## src/rtl/mem_arb_pkg.sv

```systemverilog
// Shared encodings for the cache/memory arbiter: FSM states, owner ids and block alignment.
package mem_arb_pkg;

  localparam int unsigned BLOCK_OFFSET_W    = 5;
  localparam int unsigned BLOCK_OFFSET_MASK = (1 << BLOCK_OFFSET_W) - 1;

  localparam logic [1:0] ST_IDLE = 2'd0;
  localparam logic [1:0] ST_WB   = 2'd1;
  localparam logic [1:0] ST_RD   = 2'd2;
  localparam logic [1:0] ST_DONE = 2'd3;

  localparam logic OWN_IC = 1'b0;
  localparam logic OWN_DC = 1'b1;

endpackage

```

## src/rtl/mem_arb_pick.sv

```systemverilog
// Two-requester picker. MEM_ARB_RR_EN selects round-robin on ties, else dcache wins.
module mem_arb_pick
  import mem_arb_pkg::*;
(
  input  logic ic_req,
  input  logic dc_req,
  input  logic last_owner,
  output logic grant_c,
  output logic owner_c
);

`ifdef MEM_ARB_RR_EN
  always_comb begin
    grant_c = ic_req | dc_req;
    owner_c = OWN_IC;
    if (ic_req && dc_req) begin
      owner_c = !last_owner;
    end else if (dc_req) begin
      owner_c = OWN_DC;
    end
  end
`else
  logic unused_last_owner;
  assign unused_last_owner = last_owner;

  always_comb begin
    grant_c = ic_req | dc_req;
    owner_c = OWN_IC;
    if (dc_req) begin
      owner_c = OWN_DC;
    end
  end
`endif

endmodule

```

## src/rtl/mem_arbiter.sv

```systemverilog
// Arbitrates the backing memory between icache refills and dcache write-back + refill.
// Optional round-robin tie-breaking with MEM_ARB_RR_EN.
module mem_arbiter
  import mem_arb_pkg::*;
#(
  parameter int unsigned ADDR_W  = 32,
  parameter int unsigned BLOCK_W = 256,
  parameter int unsigned MEM_TMO = 64
) (
  input  logic               clk,
  input  logic               rst_n,
  input  logic               ic_req,
  input  logic [ADDR_W-1:0]  ic_addr,
  output logic               ic_done,
  output logic [BLOCK_W-1:0] ic_rdata,
  input  logic               dc_req,
  input  logic [ADDR_W-1:0]  dc_addr,
  input  logic               dc_dirty,
  input  logic [ADDR_W-1:0]  dc_wb_addr,
  input  logic [BLOCK_W-1:0] dc_wb_data,
  output logic               dc_done,
  output logic [BLOCK_W-1:0] dc_rdata,
  output logic               mem_req,
  output logic               mem_we,
  output logic [ADDR_W-1:0]  mem_addr,
  output logic [BLOCK_W-1:0] mem_wdata,
  input  logic [BLOCK_W-1:0] mem_rdata,
  input  logic               mem_ready
);

  localparam logic [ADDR_W-1:0] ALIGN_MASK = ~ADDR_W'(BLOCK_OFFSET_MASK);

  logic [31:0] unused_tmo;
  assign unused_tmo = 32'(MEM_TMO);

  logic [1:0]         state_q, state_d;
  logic               owner_q, owner_d;
  logic [ADDR_W-1:0]  addr_q, addr_d;
  logic [ADDR_W-1:0]  wb_addr_q, wb_addr_d;
  logic [BLOCK_W-1:0] wb_data_q, wb_data_d;

  logic               mem_req_d, mem_we_d, ic_done_d, dc_done_d;
  logic [ADDR_W-1:0]  mem_addr_d;
  logic [BLOCK_W-1:0] mem_wdata_d, ic_rdata_d, dc_rdata_d;

  logic grant_c, pick_owner_c, last_owner_c, ready_c;

`ifdef MEM_ARB_RR_EN
  logic last_owner_q;

  always_ff @(posedge clk or negedge rst_n) begin
    if (!rst_n) begin
      last_owner_q <= OWN_IC;
    end else if (state_q == ST_DONE) begin
      last_owner_q <= ~last_owner_q;
    end
  end

  assign last_owner_c = last_owner_q;
`else
  assign last_owner_c = OWN_IC;
`endif

  mem_arb_pick u_pick (
    .ic_req     (ic_req),
    .dc_req     (dc_req),
    .last_owner (last_owner_c),
    .grant_c    (grant_c),
    .owner_c    (pick_owner_c)
  );

  // A completion only counts while an access is actually being strobed.
  assign ready_c = mem_ready & mem_req;

  always_comb begin
    state_d     = state_q;
    owner_d     = owner_q;
    addr_d      = addr_q;
    wb_addr_d   = wb_addr_q;
    wb_data_d   = wb_data_q;
    mem_req_d   = 1'b0;
    mem_we_d    = 1'b0;
    mem_addr_d  = mem_addr;
    mem_wdata_d = mem_wdata;
    ic_done_d   = 1'b0;
    dc_done_d   = 1'b0;
    ic_rdata_d  = ic_rdata;
    dc_rdata_d  = dc_rdata;

    case (state_q)
      ST_IDLE: begin
        if (grant_c) begin
          owner_d   = pick_owner_c;
          mem_req_d = 1'b1;
          if (pick_owner_c == OWN_DC) begin
            addr_d    = dc_addr & ALIGN_MASK;
            wb_addr_d = dc_wb_addr & ALIGN_MASK;
            wb_data_d = dc_wb_data;
          end else begin
            addr_d = ic_addr & ALIGN_MASK;
          end
          if ((pick_owner_c == OWN_DC) && dc_dirty) begin
            state_d     = ST_WB;
            mem_we_d    = 1'b1;
            mem_addr_d  = wb_addr_d;
            mem_wdata_d = wb_data_d;
          end else begin
            state_d    = ST_RD;
            mem_addr_d = addr_d;
          end
        end
      end
      ST_WB: begin
        if (ready_c) begin
          state_d = ST_RD;
        end else begin
          mem_req_d   = 1'b1;
          mem_we_d    = 1'b1;
          mem_addr_d  = wb_addr_q;
          mem_wdata_d = wb_data_q;
        end
      end
      ST_RD: begin
        if (ready_c) begin
          state_d = ST_DONE;
          if (owner_q == OWN_DC) begin
            dc_rdata_d = mem_rdata;
          end else begin
            ic_rdata_d = mem_rdata;
          end
        end else begin
          // Re-raises the strobe after the write-back gap cycle.
          mem_req_d  = 1'b1;
          mem_addr_d = addr_q;
        end
      end
      default: begin
        state_d   = ST_IDLE;
        ic_done_d = (owner_q == OWN_IC);
        dc_done_d = (owner_q == OWN_DC);
      end
    endcase
  end

  always_ff @(posedge clk or negedge rst_n) begin
    if (!rst_n) begin
      state_q   <= ST_IDLE;
      owner_q   <= OWN_IC;
      addr_q    <= '0;
      wb_addr_q <= '0;
      wb_data_q <= '0;
      mem_req   <= 1'b0;
      mem_we    <= 1'b0;
      mem_addr  <= '0;
      mem_wdata <= '0;
      ic_done   <= 1'b0;
      dc_done   <= 1'b0;
      ic_rdata  <= '0;
      dc_rdata  <= '0;
    end else begin
      state_q   <= state_d;
      owner_q   <= owner_d;
      addr_q    <= addr_d;
      wb_addr_q <= wb_addr_d;
      wb_data_q <= wb_data_d;
      mem_req   <= mem_req_d;
      mem_we    <= mem_we_d;
      mem_addr  <= mem_addr_d;
      mem_wdata <= mem_wdata_d;
      ic_done   <= ic_done_d;
      dc_done   <= dc_done_d;
      ic_rdata  <= ic_rdata_d;
      dc_rdata  <= dc_rdata_d;
    end
  end

endmodule

```

## config.mk

```make
export PLATFORM = sky130hd
export DESIGN_NAME = mem_arbiter
export DESIGN_NICKNAME = d
export VERILOG_FILES = /design/src/rtl/mem_arb_pkg.sv /design/src/rtl/mem_arb_pick.sv /design/src/rtl/mem_arbiter.sv
export SDC_FILE = /design/constraint.sdc
export NUM_CORES = 2
export LEC_CHECK = 0
export ABC_CLOCK_PERIOD_IN_PS = 5600
export BUFFER_PORTS_ARGS = -buffer_cell sky130_fd_sc_hd__buf_2
export CAP_MARGIN = 20
export CORE_AREA = 2 2 547 549
export CTS_CLUSTER_DIAMETER = 200
export CTS_CLUSTER_SIZE = 30
export DETAILED_ROUTE_END_ITERATION = 6
export DIE_AREA = 0 0 549 551
export GPL_TIMING_DRIVEN = 0
export SLEW_MARGIN = 5
export SYNTH_ARGS = -nofsm -noshare
export SYNTH_HDL_FRONTEND = slang
export SYNTH_HIERARCHICAL = 1
export SYNTH_SLANG_ARGS = --single-unit
```

## constraint.sdc

```tcl
create_clock -name clk -period 5.6 [get_ports clk]
set_clock_uncertainty 0.2 [all_clocks]
set_input_delay 1.12 -clock clk [delete_from_list [all_inputs] [get_ports clk]]
set_output_delay 1.12 -clock clk [all_outputs]
set_load 0.005 [all_outputs]
```

==> run summary <==
cell count after synthesis: 2,924
Syn Nets: 3,545
Final HPWL DP: 199,000 um
CTS tree: done
number of global-route vias before repair: 34,100
Starting Density: 15.5%
Hold WC Path Type: input port to async pin
Final ANT Viol Nets: 0
row cnt: 200
Ports: 1,418
vias per inst: 3.84
Clock Sinks: 1,122
largest net degree at the start of global routing: 162
worst rel slew slack: 23.0%
Power Dens Cells: 565 nW/um^2
crit path kind: input port to async pin
# H-tree levels: 2
Final Hold Violating Endpoints: 0
CTS resizes: 0
mean post-synth cell area: 15.7 um^2
RSZ-0062 raised after global routing: false
initial antenna violation count: 152
later-pin clock latency in the skew report: 0.73 ns
crit start category: input port
register area: 28,100 um^2
Post-Syn Area: 45,800 um^2
DIE AREA: 302,000 um^2
Final setup viols: 0
CTS root buffer: clkbuf_16
routed len/inst: 27.7 um
DRT iter0 DRCs: 1,918
Worst R2R Path Depth: 8
# nets final: 5,018
# DRC: 0
post-route cell area: 59,700 um^2
via count: 32,300
GPL Wtd Cong: 0.920
core area: 296,000 um^2
Worst EP arrival: 4.39 ns
f_max: 259 MHz
worst path required time: 6.13 ns
port bufs: 1,402
min cycle time layout: 3.86 ns
TritonRoute pass-1 iters: 5
all-layer global routing usage: 14.8%
chip width: 549 um
CP endpoint kind: async pin
layout cells sized above 1: 61.8%
total length of routed wires: 234,000 um
status: complete, no violations
clk buf depth: 3
Slew Limit Fails: 0
first-pass GRT wire length: 306,000 um
Clock transition at path regs: 0.11 ns
fillcell total: 32,200
Area Growth Syn to Fin: 30.2%
max_cap viols: 0
VDD IR max: 0.351 mV
Die H: 551 um
Post-CTS Setup Repair Bufs: 0
Total Neg Setup Slack: 0 ns
leakage: 0.0270 uW
hold-fix buffers at CTS: 0
Post-DP Area: 58,300 um^2
Final period util: 69.0%
largest fanout on the critical path: 161
Worst-Margin Slew: 1.15 ns
Worst Hold Slack: 0.114 ns
YS warnings: 6
area of the multi-input gates: 16,800 um^2
clock buffer count from CTS: 44
total gr overflow: 0
==> metrics by stage <==
stage / utilization [%] / std cells / setup slack [ns] / power (uW)
floorplan: - / 2924 / 2.67 / 21600
global placement: 19.5 / 8265 / -21.52 / 29300
detailed placement: 19.7 / 8290 / 0.864 / 29900
CTS: 20.1 / 8341 / 1.70 / 34200
global route: 20.1 / 8402 / 1.30 / 35700
finish: 20.1 / 8428 / 1.74 / 33700
==> path summary, 6_finish.rpt <==
path,start,to,slack [ns]
hold / removal,rst_n,wb_data_q[235],0.11
setup / recovery,rst_n,dc_rdata[69],1.74
setup reg to reg,state_q[1],mem_wdata[17],1.91
max in group clk,state_q[1],mem_wdata[17],1.91
hold reg to reg,mem_wdata[82],mem_wdata[82],0.29
min in group clk,mem_wdata[82],mem_wdata[82],0.29
==> cell usage in the layout, fill, tap and decap left out, types with 2 or more instances in the layout <==
cell type  instances
a211oi_1          27
a21oi_1           56
a221oi_1          27
and2_1             7
buf_1             11
buf_12             2
buf_16             7
buf_2           1476
buf_4             24
buf_6              8
buf_8             13
clkbuf_1          76
clkbuf_16         45
clkbuf_2           3
dfrtp_1         1122
diode_2           87
ha_1               7
inv_1              3
inv_6              2
mux2_1           200
mux2_2          1134
mux2i_1            2
nand2_1            2
nand3_1            5
nand4_1            2
nor2_1            30
nor2b_1           31
o21ai_0            6
o31ai_1           59
==> routing by layer <==
metal	share of wire (%)	track usage (%)	vias up
met3	10	5.82	371
met4	6.7	9.39	34
met5	0.093	0.297	-
li1	-	-	13500
met1	36	15.7	16800
met2	47	24.6	1610
==> final cells by class <==
cell class / count / share of cell area (%)
inverters: 4 / 0.0252
multi-input cells: 1606 / 28.2
clock inverters: 5 / 0.126
well taps: 3939 / 8.26
plain buffers: 192 / 1.57
repair buffers: 1427 / 12.5
clock buffers: 46 / 1.89
flip-flops and latches: 1122 / 47.0
diodes: 87 / 0.365
==> power breakdown <==
part	switching [uW]	internal, uW	total, uW
logic	7820	7350	15200
clock network	2740	1480	4220
registers	2150	12200	14300
==> registers in the layout, summed over array words and instances, names as in the netlist <==
register,flops
ic_done,1
ic_rdata,256
wb_data_q,256
mem_addr,32
mem_we,1
mem_wdata,256
dc_done,1
wb_addr_q,32
owner_q,1
addr_q,27
mem_req,1
state_q,2
dc_rdata,256
==> worst max-delay path, stage by stage <==
cell and delay (ns):
buf_12 0.41, buf_16 0.54, buf_16 0.40, buf_16 0.54
buf_16 0.51
(Power assumes the default switching activity.)
